**src/rtl/bullet_arbiter.sv**
```systemverilog
// bullet_arbiter
//   Shares one bullet-flight timer between two tanks. Arbitrates fire
//   requests, drives the per-player draw flags, sequences each shot through
//   launch, flight, termination and cooldown, and counts flight ticks.
//   Clocked once per video frame.
//
// Ports
//   frame_clk      frame-rate clock
//   Reset          synchronous, active-high reset
//   fire1, fire2   player fire requests (level, sampled only while idle)
//   hit            active bullet struck a target
//   xbound         active bullet left the screen
//   drawbullflag   player 1 bullet active
//   drawbullflag2  player 2 bullet active
//   bull_time      flight ticks since launch
//   busy           shot or cooldown in progress
//   done           one-cycle pulse on shot termination
//   result         termination cause with done: 01 hit, 10 xbound, 11 timeout
//   done_owner     owner of the terminated shot: 0 player 1, 1 player 2
module bullet_arbiter #(
  parameter int STEP_DIV  = 3,
  parameter int MAX_TICKS = 200,
  parameter int COOLDOWN  = 30,
  parameter int TW        = 16
) (
  input  logic          frame_clk,
  input  logic          Reset,
  input  logic          fire1,
  input  logic          fire2,
  input  logic          hit,
  input  logic          xbound,
  output logic          drawbullflag,
  output logic          drawbullflag2,
  output logic [TW-1:0] bull_time,
  output logic          busy,
  output logic          done,
  output logic [1:0]    result,
  output logic          done_owner
);

  localparam int DW      = (STEP_DIV > 1) ? $clog2(STEP_DIV) : 1;
  localparam int CW      = (COOLDOWN > 1) ? $clog2(COOLDOWN) : 1;
  localparam int CD_LOAD = (COOLDOWN > 0) ? COOLDOWN - 1 : 0;

  typedef enum logic [1:0] {
    S_IDLE     = 2'd0,
    S_FLIGHT   = 2'd1,
    S_COOLDOWN = 2'd2
  } state_t;

  state_t          state_q;
  logic            flag1_q;
  logic            flag2_q;
  logic [TW-1:0]   bull_time_q;
  logic [DW-1:0]   div_q;
  logic [CW-1:0]   cd_q;
  logic            busy_q;
  logic            done_q;
  logic [1:0]      result_q;
  logic            owner_q;
  logic            last_grant_q;   // 0 = player 1, 1 = player 2

  logic            grant_vld_d;
  logic            grant_p2_d;
  logic            term_d;
  logic [1:0]      cause_d;

  // Grant and termination decisions on the current-cycle inputs. A tie goes
  // to whichever player did not win the previous grant.
  always_comb begin
    grant_vld_d = fire1 | fire2;
    grant_p2_d  = (fire1 && fire2) ? ~last_grant_q : fire2;
    term_d      = 1'b0;
    cause_d     = 2'b00;
    if (hit) begin
      term_d  = 1'b1;
      cause_d = 2'b01;
    end else if (xbound) begin
      term_d  = 1'b1;
      cause_d = 2'b10;
    end else if (bull_time_q == TW'(MAX_TICKS)) begin
      term_d  = 1'b1;
      cause_d = 2'b11;
    end
  end

  always_ff @(posedge frame_clk) begin
    if (Reset) begin
      state_q      <= S_IDLE;
      flag1_q      <= 1'b0;
      flag2_q      <= 1'b0;
      bull_time_q  <= '0;
      div_q        <= '0;
      cd_q         <= '0;
      busy_q       <= 1'b0;
      done_q       <= 1'b0;
      result_q     <= 2'b00;
      owner_q      <= 1'b0;
      last_grant_q <= 1'b1;
    end else begin
      done_q <= 1'b0;
      unique case (state_q)
        S_IDLE: begin
          if (grant_vld_d) begin
            state_q      <= S_FLIGHT;
            busy_q       <= 1'b1;
            flag1_q      <= ~grant_p2_d;
            flag2_q      <= grant_p2_d;
            bull_time_q  <= '0;
            div_q        <= '0;
            last_grant_q <= grant_p2_d;
          end
        end
        S_FLIGHT: begin
          if (term_d) begin
            flag1_q     <= 1'b0;
            flag2_q     <= 1'b0;
            done_q      <= 1'b1;
            result_q    <= cause_d;
            owner_q     <= flag2_q;
            bull_time_q <= '0;
            if (COOLDOWN == 0) begin
              state_q <= S_IDLE;
              busy_q  <= 1'b0;
            end else begin
              state_q <= S_COOLDOWN;
              cd_q    <= CW'(CD_LOAD);
            end
          end else if (div_q == DW'(STEP_DIV - 1)) begin
            div_q <= '0;
            // Saturate so the count can never pass the timeout value.
            if (bull_time_q < TW'(MAX_TICKS))
              bull_time_q <= bull_time_q + TW'(1);
          end else begin
            div_q <= div_q + DW'(1);
          end
        end
        S_COOLDOWN: begin
          if (cd_q == '0) begin
            state_q <= S_IDLE;
            busy_q  <= 1'b0;
          end else begin
            cd_q <= cd_q - CW'(1);
          end
        end
        default: begin
          state_q <= S_IDLE;
          busy_q  <= 1'b0;
          flag1_q <= 1'b0;
          flag2_q <= 1'b0;
        end
      endcase
    end
  end

  assign drawbullflag  = flag1_q;
  assign drawbullflag2 = flag2_q;
  assign bull_time     = bull_time_q;
  assign busy          = busy_q;
  assign done          = done_q;
  assign result        = result_q;
  assign done_owner    = owner_q;

endmodule

```
**config.mk**
```make
export PLATFORM = sky130hd
export DESIGN_NAME = bullet_arbiter
export DESIGN_NICKNAME = d
export VERILOG_FILES = /design/src/rtl/bullet_arbiter.sv
export SDC_FILE = /design/constraint.sdc
export NUM_CORES = 1
export LEC_CHECK = 0
export BUFFER_PORTS_ARGS = -buffer_cell sky130_fd_sc_hd__buf_2
export CAP_MARGIN = 20
export CELL_PAD_IN_SITES_DETAIL_PLACEMENT = 2
export CELL_PAD_IN_SITES_GLOBAL_PLACEMENT = 2
export CORE_UTILIZATION = 31
export CTS_BUF_LIST = sky130_fd_sc_hd__clkbuf_4
export DETAILED_ROUTE_END_ITERATION = 16
export PLACE_DENSITY_LB_ADDON = 0.1
export SYNTH_ARGS = -nofsm -noshare
export SYNTH_HDL_FRONTEND = slang
export SYNTH_SLANG_ARGS = --single-unit
```
**constraint.sdc**
```tcl
create_clock -name frame_clk -period 1.77 [get_ports frame_clk]
set_input_delay 0 -clock frame_clk [delete_from_list [all_inputs] [get_ports frame_clk]]
set_output_delay 0 -clock frame_clk [all_outputs]
set_load 0.02 [all_outputs]
```
==> results of run 1 <==
## power by group through the flow
| stage | clock (mW) | sequential [mW] | combinational [mW] |
|---|---|---|---|
| after floorplan | 0 | 0.837 | 0.168 |
| after global placement | 0 | 0.816 | 0.306 |
| after detailed placement | 0 | 0.818 | 0.327 |
| after CTS | 0.445 | 0.803 | 0.382 |
| after global routing | 0.479 | 0.808 | 0.459 |
| final | 0.436 | 0.804 | 0.428 |
## sequential cells by signal (all words and copies together) (netlist names)
register       flops
state_q            2
drawbullflag       1
done               1
drawbullflag2      1
div_q              2
result             2
done_owner         1
bull_time         16
busy               1
last_grant_q       1
cd_q               5
## final timing paths
kind,end,slack [ns]
worst min register to register,drawbullflag2$_SDFFE_PP0P_,0.49
worst max register to register,bull_time[6]$_SDFFE_PP0P_,-0.33
worst max-delay path,bull_time[6]$_SDFFE_PP0P_,-0.33
worst min-delay path,result[1]$_SDFFE_PP0P_,0.15
## metrics by stage
stage,TNS [ns],hold slack [ns],cell area [um2],power [mW]
finish,-5.65,0.155,2460,1.67
global route,-7.21,0.152,2460,1.75
CTS,-1.85,0.0968,2350,1.63
detailed placement,-3.08,0.257,2060,1.15
global placement,-1.56,0.249,2060,1.12
floorplan,-1.44,0.0956,1610,1.00
## worst min-delay path, stage by stage
cell and delay [ns]:
sky130_fd_sc_hd__buf_2 0.13, sky130_fd_sc_hd__inv_1 0.14, sky130_fd_sc_hd__o221a_2 0.22
## final cells by class
| class | instances | area share |
|---|---|---|
| Clock buffer | 5 | 0.0152 |
| Clock inverter | 3 | 0.00711 |
| Inverter | 15 | 0.0229 |
| Multi-Input combinational cell | 123 | 0.413 |
| Sequential cell | 33 | 0.275 |
| Tap cell | 67 | 0.0340 |
| Timing Repair Buffer | 77 | 0.233 |
## layer usage
metal | GRT usage | up-vias
met2 | 0.477 | 41
met4 | 0.162 | 0
li1 | - | 794
met1 | 0.257 | 853
met5 | 0 | -
met3 | 0.0357 | 26
## cells in the mapped netlist (3+ instances only)
library cell	instances	share of area
sky130_fd_sc_hd__nor3_1	4	0.013
sky130_fd_sc_hd__o21ai_0	6	0.019
sky130_fd_sc_hd__a21oi_1	12	0.038
sky130_fd_sc_hd__nand4_1	3	0.012
sky130_fd_sc_hd__nand2b_1	3	0.012
sky130_fd_sc_hd__clkbuf_1	6	0.014
sky130_fd_sc_hd__nand3_1	4	0.013
sky130_fd_sc_hd__a41oi_1	4	0.022
sky130_fd_sc_hd__nor2_1	29	0.069
sky130_fd_sc_hd__dfxtp_1	33	0.42
sky130_fd_sc_hd__ha_1	4	0.032
sky130_fd_sc_hd__a31oi_1	6	0.024
sky130_fd_sc_hd__nand2_1	5	0.012
sky130_fd_sc_hd__inv_1	15	0.036
sky130_fd_sc_hd__and3_1	6	0.024
## timing repair
| action | CTS | global route |
|---|---|---|
| setup buffers | 8 | 7 |
| pin swaps | 14 | 11 |
| gates resized for setup | 27 | 20 |
| endpoints found under the setup margin | 22 | 27 |
| endpoints found under the hold margin | 8 | 0 |
| hold buffers | 4 | 0 |
## cell families after synthesis
| logic type | share of synthesized area |
|---|---|
| AND/OR/NAND/NOR | 0.235 |
| XOR/XNOR | 0.0221 |
| buffers and inverters | 0.0616 |
| AO/OA/AOI/OAI | 0.206 |
| flip-flops | 0.417 |
| adder cells (fa/ha/maj) | 0.0316 |
| multiplexers | 0.0268 |
==> report_table.html, run 1 <==
<table>
<tr><th>Metric</th><th>Value</th></tr>
<tr><th colspan="2">Power and ir drop</th></tr>
<tr><td>Worst supply voltage drop on vdd</td><td>0.000368 V</td></tr>
<tr><td>Share of total power in combinational logic</td><td>0.257</td></tr>
<tr><td>Switching power summed over all nets</td><td>0.545 mW</td></tr>
<tr><td>Internal cell power</td><td>1.12 mW</td></tr>
<tr><td>Lkg Pwr</td><td>1.05 nW</td></tr>
<tr><td>Power density over the cells</td><td>677 nW/um2</td></tr>
<tr><td>Sw Share</td><td>0.327</td></tr>
<tr><td>Relative contribution of the clock network to total power</td><td>0.261</td></tr>
<tr><td>Register share of total power</td><td>0.482</td></tr>
<tr><th colspan="2">Routing</th></tr>
<tr><td>M1 wire length</td><td>2.55 mm</td></tr>
<tr><td>Routed via count divided by cell count</td><td>5.31</td></tr>
<tr><td>Iter 0 DRT Violations</td><td>102</td></tr>
<tr><td>DR vias</td><td>1714</td></tr>
<tr><td>Highest metal layer used by the detailed router</td><td>met4</td></tr>
<tr><td>Drc violations</td><td>0</td></tr>
<tr><td>Detailed-routing iteration count for the pre-antenna-repair pass</td><td>4</td></tr>
<tr><td>Total length of routed met2 wires</td><td>3.67 mm</td></tr>
<tr><td>Final routed wire length divided by cell count</td><td>20.8 um</td></tr>
<tr><td>Sum of routed wire length over all layers</td><td>6.72 mm</td></tr>
<tr><td>Final antenna-violating net count</td><td>0</td></tr>
<tr><td>Met3 WL post-DR</td><td>205 um</td></tr>
<tr><th colspan="2">Min path</th></tr>
<tr><td>Hold wc startpoint</td><td>hit</td></tr>
<tr><td>Worst hold stages</td><td>3</td></tr>
<tr><td>Worst hold path type</td><td>in2reg</td></tr>
<tr><th colspan="2">STA</th></tr>
<tr><td>Worst-margin pin slew</td><td>0.408 ns</td></tr>
<tr><td>Setup repair after global routing missed its margin</td><td>yes</td></tr>
<tr><td>Final setup violation count</td><td>30</td></tr>
<tr><td>Min Clock Period, post-route</td><td>2.10 ns</td></tr>
<tr><td>Worst-case clock skew</td><td>0.0238 ns</td></tr>
<tr><td>Post-route clock period utilization</td><td>1.19</td></tr>
<tr><td>Worst rel slew slack</td><td>0.727</td></tr>
<tr><td>Maximum clock rate</td><td>476 MHz</td></tr>
<tr><td>Number of pins with negative max-slew slack in the final report</td><td>0</td></tr>
<tr><td>Final setup margin</td><td>-0.332 ns</td></tr>
<tr><td>Hold Violations, Final</td><td>0</td></tr>
<tr><th colspan="2">Clocking</th></tr>
<tr><td>Max clock buf depth</td><td>2</td></tr>
<tr><td>Worst-Skew Late Latency</td><td>0.36 ns</td></tr>
<tr><td>Clock sink count</td><td>33</td></tr>
<tr><td>Num CTS Buffers</td><td>5</td></tr>
<tr><td>TritonCTS clock tree</td><td>built</td></tr>
<tr><td>CTS Root Cell</td><td>sky130_fd_sc_hd__clkbuf_4</td></tr>
<tr><td>Clk pin slew, worst setup/hold paths</td><td>0.13 ns</td></tr>
<tr><td>H-tree levels</td><td>2</td></tr>
<tr><th colspan="2">Worst setup path</th></tr>
<tr><td>Data required, critical path</td><td>2.01 ns</td></tr>
<tr><td>Critical path depth</td><td>7</td></tr>
<tr><td>Slowest Stage Delay on Critical Path</td><td>0.41 ns</td></tr>
<tr><td>Total buffers and inverters traversed by the critical path</td><td>2</td></tr>
<tr><td>CP max stage cell</td><td>sky130_fd_sc_hd__a311oi_4</td></tr>
<tr><td>CP Launch Point</td><td>bull_time[11]$_SDFFE_PP0P_</td></tr>
<tr><td>Worst setup SP type</td><td>register</td></tr>
<tr><td>Worst reg2reg path startpoint</td><td>bull_time[11]$_SDFFE_PP0P_</td></tr>
<tr><td>Setup Crit Path Kind</td><td>reg2reg</td></tr>
<tr><td>Worst endpoint data arrival time</td><td>2.34 ns</td></tr>
<tr><td>Path depth of the worst reg2reg path</td><td>7</td></tr>
<tr><td>Cell-by-cell trace of the critical path</td><td>nor4_4, buf_4, a41oi_4, a311oi_4, buf_6, a311oi_2, a41o_1</td></tr>
<tr><td>CP max FO</td><td>4</td></tr>
<tr><td>Delay-heaviest family, CP</td><td>compound AO/OA/AOI/OAI gates</td></tr>
<tr><td>Sort of element at the end of the critical path</td><td>register</td></tr>
<tr><th colspan="2">Status</th></tr>
<tr><td>Violated checks</td><td>negative setup slack</td></tr>
<tr><td>Run status</td><td>finished, violations left</td></tr>
<tr><th colspan="2">Finish</th></tr>
<tr><td>Storage element area</td><td>678 um2</td></tr>
<tr><td>Final-stage net count</td><td>265</td></tr>
<tr><td>Final core area utilization</td><td>0.511</td></tr>
<tr><td>Leading cell types in the layout, fill and taps excluded</td><td>sky130_fd_sc_hd__buf_4, sky130_fd_sc_hd__nor2_1, sky130_fd_sc_hd__buf_2</td></tr>
<tr><td>Synth-to-Final Area Change</td><td>55.3%</td></tr>
<tr><td>Most common cell after layout, fill and taps aside</td><td>sky130_fd_sc_hd__buf_4</td></tr>
<tr><td>Combined area of the multi-input logic cells</td><td>1020 um2</td></tr>
<tr><td>Fraction of final layout cells sized beyond drive strength 1</td><td>0.512</td></tr>
<tr><td>Antenna fix cells</td><td>0</td></tr>
<tr><td>Filler-free cell count of the finished design</td><td>323</td></tr>
<tr><td>Fill count</td><td>538</td></tr>
<tr><th colspan="2">Place</th></tr>
<tr><td>Detailed placer's ending HPWL</td><td>3.99 mm</td></tr>
<tr><td>RePlAce Congestion</td><td>0.803</td></tr>
<tr><td>Cells after DPL</td><td>300</td></tr>
<tr><td>Count of input and output buffers</td><td>28</td></tr>
<tr><td>Setup WS pre-CTS</td><td>-0.246 ns</td></tr>
<tr><th colspan="2">Global route</th></tr>
<tr><td>Vias in the first global route</td><td>1888</td></tr>
<tr><td>First-pass GRT wire length</td><td>9.87 mm</td></tr>
<tr><td>Maximum number of pins on one net before global-route repair</td><td>12</td></tr>
<tr><td>Number of antenna violations at the first check in global routing</td><td>0</td></tr>
<tr><td>Total global routing overflow</td><td>0</td></tr>
<tr><td>Overall track demand over capacity in global routing</td><td>0.252</td></tr>
<tr><th colspan="2">Synth</th></tr>
<tr><td>Mean Syn Cell Area</td><td>8.81 um2</td></tr>
<tr><td>Post-synth EDFFs</td><td>0</td></tr>
<tr><td>Asr flop ratio synth</td><td>0</td></tr>
<tr><td>Post-synthesis instance area</td><td>1590 um2</td></tr>
<tr><td>Post-synthesis sequential element count</td><td>33</td></tr>
<tr><td>Dominant register cell in the synthesized netlist</td><td>sky130_fd_sc_hd__dfxtp_1</td></tr>
<tr><td>Register area share after synthesis</td><td>0.417</td></tr>
<tr><td>Net count after synthesis</td><td>190</td></tr>
<tr><td>Yosys cell types</td><td>46</td></tr>
<tr><td>Synth warn</td><td>0</td></tr>
<tr><td>Number of standard cells after synthesis</td><td>180</td></tr>
<tr><th colspan="2">Floorplan</th></tr>
<tr><td>Placeable Area</td><td>4820 um2</td></tr>
<tr><td>Die Span Y</td><td>73.5 um</td></tr>
<tr><td>Placement row count</td><td>25</td></tr>
<tr><td>I/O pin total</td><td>29</td></tr>
<tr><td>Starting density of the core</td><td>0.329</td></tr>
<tr><td>Overall die width</td><td>73.5 um</td></tr>
<tr><td>Die Outline Area</td><td>5400 um2</td></tr>
<tr><th colspan="2">Run</th></tr>
<tr><td>Count of max-cap constraint violations</td><td>0</td></tr>
</table>
Power figures use the tool's default switching activity.
==> run 2, diff against run 1 <==
- CORE_UTILIZATION: 31 -> 29
- CTS_BUF_LIST: sky130_fd_sc_hd__clkbuf_4 -> not set
- SLEW_MARGIN: not set -> 20
==> run 2 against run 1 <==
Global-route usage fell by 4.5 points; non-clock buffer count is 10 lower; clock power grew 74%; sequential share of layout area about the same; critical path depth increased by 1; fmax up 4.5%; first-iteration DRC count decreased by 67%; the run still ends with negative setup slack left; largest power group unchanged; cell area down 0.25%.
==> report_table.html, run 2 (synthesis results as in run 1) <==
<table>
<tr><th>Metric</th><th>Value</th></tr>
<tr><th colspan="2">Status</th></tr>
<tr><td>Run status</td><td>finished, violations left</td></tr>
<tr><td>Violated checks</td><td>negative setup slack</td></tr>
<tr><th colspan="2">Clocking</th></tr>
<tr><td>Clock sink count</td><td>33 (unchanged)</td></tr>
<tr><td>Clk pin slew, worst setup/hold paths</td><td>0.08 ns (-0.05 ns)</td></tr>
<tr><td>TritonCTS clock tree</td><td>built</td></tr>
<tr><td>Max clock buf depth</td><td>2 (unchanged)</td></tr>
<tr><td>Worst-Skew Late Latency</td><td>0.29 ns (-0.07 ns)</td></tr>
<tr><td>H-tree levels</td><td>2 (unchanged)</td></tr>
<tr><td>Num CTS Buffers</td><td>5 (unchanged)</td></tr>
<tr><td>CTS Root Cell</td><td>sky130_fd_sc_hd__clkbuf_8</td></tr>
<tr><th colspan="2">Run</th></tr>
<tr><td>Count of max-cap constraint violations</td><td>0 (unchanged)</td></tr>
<tr><th colspan="2">Finish</th></tr>
<tr><td>Combined area of the multi-input logic cells</td><td>1040 um2 (+2.5%)</td></tr>
<tr><td>Antenna fix cells</td><td>0 (unchanged)</td></tr>
<tr><td>Number of flip-flops in the largest register</td><td>16 (unchanged)</td></tr>
<tr><td>Fill count</td><td>542 (+0.74%)</td></tr>
<tr><td>Final-stage net count</td><td>255 (-3.8%)</td></tr>
<tr><td>Synth-to-Final Area Change</td><td>54.9%</td></tr>
<tr><td>Most common cell after layout, fill and taps aside</td><td>sky130_fd_sc_hd__buf_4</td></tr>
<tr><td>Storage element area</td><td>677 um2 (-0.18%)</td></tr>
<tr><td>Final core area utilization</td><td>0.475 (-0.0363)</td></tr>
<tr><td>Fraction of final layout cells sized beyond drive strength 1</td><td>0.488 (-0.0239)</td></tr>
<tr><td>Leading cell types in the layout, fill and taps excluded</td><td>sky130_fd_sc_hd__buf_4, sky130_fd_sc_hd__buf_2, sky130_fd_sc_hd__nor2_1</td></tr>
<tr><th colspan="2">Place</th></tr>
<tr><td>RePlAce Congestion</td><td>0.820 (+2.1%)</td></tr>
<tr><td>Setup WS pre-CTS</td><td>-0.222 ns (+0.0243 ns)</td></tr>
<tr><td>Detailed placer's ending HPWL</td><td>3.85 mm (-3.3%)</td></tr>
<tr><td>Count of input and output buffers</td><td>28 (unchanged)</td></tr>
<tr><th colspan="2">Power and ir drop</th></tr>
<tr><td>Share of total power in combinational logic</td><td>0.206 (-0.051)</td></tr>
<tr><td>Lkg Pwr</td><td>1.03 nW (-2.0%)</td></tr>
<tr><td>Worst supply voltage drop on vdd</td><td>0.000368 V (+0.12%)</td></tr>
<tr><td>Power density over the cells</td><td>802 nW/um2 (+18%)</td></tr>
<tr><td>Relative contribution of the clock network to total power</td><td>0.385 (+0.124)</td></tr>
<tr><td>Switching power summed over all nets</td><td>0.549 mW (+0.64%)</td></tr>
<tr><td>Register share of total power</td><td>0.409 (-0.073)</td></tr>
<tr><td>Internal cell power</td><td>1.42 mW (+27%)</td></tr>
<tr><td>Sw Share</td><td>0.279 (-0.0484)</td></tr>
<tr><th colspan="2">Worst setup path</th></tr>
<tr><td>Setup Crit Path Kind</td><td>reg2reg</td></tr>
<tr><td>Sort of element at the end of the critical path</td><td>register</td></tr>
<tr><td>Worst setup SP type</td><td>register</td></tr>
<tr><td>Cell-by-cell trace of the critical path</td><td>nor4_4, buf_4, a41oi_4, a311oi_4, buf_6, buf_12, a41oi_2, nor2_1</td></tr>
<tr><td>Worst endpoint data arrival time</td><td>2.22 ns (-0.12 ns)</td></tr>
<tr><td>Total buffers and inverters traversed by the critical path</td><td>3 (+1)</td></tr>
<tr><td>Delay-heaviest family, CP</td><td>compound AO/OA/AOI/OAI gates</td></tr>
<tr><td>CP max stage cell</td><td>sky130_fd_sc_hd__a311oi_4</td></tr>
<tr><td>Slowest Stage Delay on Critical Path</td><td>0.38 ns (-0.03 ns)</td></tr>
<tr><td>Data required, critical path</td><td>1.98 ns (-0.03 ns)</td></tr>
<tr><td>CP max FO</td><td>6 (+2)</td></tr>
<tr><th colspan="2">Floorplan</th></tr>
<tr><td>I/O pin total</td><td>29 (unchanged)</td></tr>
<tr><td>Placement row count</td><td>26 (+4.0%)</td></tr>
<tr><td>Die Outline Area</td><td>5770 um2 (+6.7%)</td></tr>
<tr><td>Die Span Y</td><td>75.9 um (+3.3%)</td></tr>
<tr><td>Overall die width</td><td>75.9 um (+3.3%)</td></tr>
<tr><td>Placeable Area</td><td>5170 um2 (+7.4%)</td></tr>
<tr><td>Starting density of the core</td><td>0.306 (-0.0226)</td></tr>
<tr><th colspan="2">STA</th></tr>
<tr><td>Worst hold-check slack</td><td>0.0115 ns (-0.143 ns)</td></tr>
<tr><td>Final setup margin</td><td>-0.241 ns (+0.0908 ns)</td></tr>
<tr><td>Number of pins with negative max-slew slack in the final report</td><td>0 (unchanged)</td></tr>
<tr><td>Min Clock Period, post-route</td><td>2.01 ns (-0.0908 ns)</td></tr>
<tr><td>Setup repair after global routing missed its margin</td><td>yes</td></tr>
<tr><td>Worst-case clock skew</td><td>0.00824 ns (-0.0156 ns)</td></tr>
<tr><td>Worst-margin pin slew</td><td>0.427 ns (+0.0186 ns)</td></tr>
<tr><td>Worst rel slew slack</td><td>0.715 (-0.0121)</td></tr>
<tr><td>Final setup violation count</td><td>25 (-17%)</td></tr>
<tr><td>Post-route clock period utilization</td><td>1.14 (-0.0513)</td></tr>
<tr><td>Maximum clock rate</td><td>497 MHz (+4.5%)</td></tr>
<tr><td>Hold Violations, Final</td><td>0 (unchanged)</td></tr>
<tr><th colspan="2">Global route</th></tr>
<tr><td>Global routing's busiest layer</td><td>met2</td></tr>
<tr><td>First-pass GRT wire length</td><td>9.32 mm (-5.6%)</td></tr>
<tr><td>Global routing usage on met3</td><td>0.0434 (+0.00771)</td></tr>
<tr><td>Total global routing overflow</td><td>0 (unchanged)</td></tr>
<tr><td>Met1 Usage GRT</td><td>0.203 (-0.0531)</td></tr>
<tr><td>Met2 routing resource usage after global routing</td><td>0.420 (-0.0571)</td></tr>
<tr><td>Overall track demand over capacity in global routing</td><td>0.208 (-0.0446)</td></tr>
<tr><td>Maximum number of pins on one net before global-route repair</td><td>18 (+6)</td></tr>
<tr><td>Vias in the first global route</td><td>1864 (-1.3%)</td></tr>
<tr><td>Number of antenna violations at the first check in global routing</td><td>0 (unchanged)</td></tr>
<tr><th colspan="2">Routing</th></tr>
<tr><td>Final routed wire length divided by cell count</td><td>18.4 um (-12%)</td></tr>
<tr><td>Routed via count divided by cell count</td><td>5.07 (-4.4%)</td></tr>
<tr><td>Detailed-routing iteration count for the pre-antenna-repair pass</td><td>4 (unchanged)</td></tr>
<tr><td>Final antenna-violating net count</td><td>0 (unchanged)</td></tr>
<tr><td>Drc violations</td><td>0 (unchanged)</td></tr>
<tr><td>Sum of routed wire length over all layers</td><td>5.81 mm (-13%)</td></tr>
<tr><td>DR vias</td><td>1603 (-6.5%)</td></tr>
<tr><td>Iter 0 DRT Violations</td><td>34 (-67%)</td></tr>
<tr><th colspan="2">Min path</th></tr>
<tr><td>Worst hold path type</td><td>in2reg</td></tr>
</table>
## run 2: layout make-up
type	instances	area share
Clock buffer	7	0.0352
Clock inverter	1	0.0122
Timing Repair Buffer	67	0.194
Inverter	15	0.0239
Sequential cell	33	0.276
Multi-Input combinational cell	123	0.424
Tap cell	70	0.0357
## run 2: metal layers
metal  up-vias  wire [um]
li1        775          -
met1       798       2220
met2        22       3350
met3         8        136
met4         0        105
met5         -          0
## run 2: timing repair
item / 4_1_cts / 5_1_grt
gates cloned: 1 / 0
gates resized for setup: 24 / 18
hold buffers: 1 / 0
setup buffers: 5 / 1
setup endpoints to repair: 22 / 28
pin swaps: 18 / 20
endpoints found under the hold margin: 1 / 0
## run 2: per-stage QoR
| stage | cells | TNS, ns | power, mW | instance area (um2) |
|---|---|---|---|---|
| after floorplan | 180 | -1.44 | 1.00 | 1610 |
| after global routing | 316 | -5.15 | 2.06 | 2460 |
| after global placement | 300 | -1.76 | 1.11 | 2040 |
| after detailed placement | 300 | -2.77 | 1.14 | 2040 |
| final | 316 | -3.10 | 1.97 | 2460 |
| after CTS | 315 | -2.62 | 1.96 | 2350 |
## run 2: path summary, 6_finish.rpt
check	from	to	slack, ns	depth (start not counted)
min	fire2	drawbullflag2$_SDFFE_PP0P_	0.01	3
max reg2reg	bull_time[11]$_SDFFE_PP0P_	bull_time[11]$_SDFFE_PP0P_	-0.24	8
max	bull_time[11]$_SDFFE_PP0P_	bull_time[11]$_SDFFE_PP0P_	-0.24	8
min reg2reg	drawbullflag$_SDFFE_PP0P_	drawbullflag$_SDFFE_PP0P_	0.49	2
## run 2: tightest hold or removal path, cell delays in order
cell and delay (ns):
sky130_fd_sc_hd__buf_2 0.13, sky130_fd_sc_hd__nand3_1 0.07, sky130_fd_sc_hd__a21oi_1 0.06
## run 2: power by group through the flow
| stage | combinational (mW) | clock, mW | sequential [mW] |
|---|---|---|---|
| after floorplan | 0.168 | 0 | 0.837 |
| after global placement | 0.298 | 0 | 0.816 |
| after detailed placement | 0.314 | 0 | 0.821 |
| after CTS | 0.379 | 0.777 | 0.805 |
| after global routing | 0.441 | 0.806 | 0.811 |
| final | 0.405 | 0.759 | 0.806 |
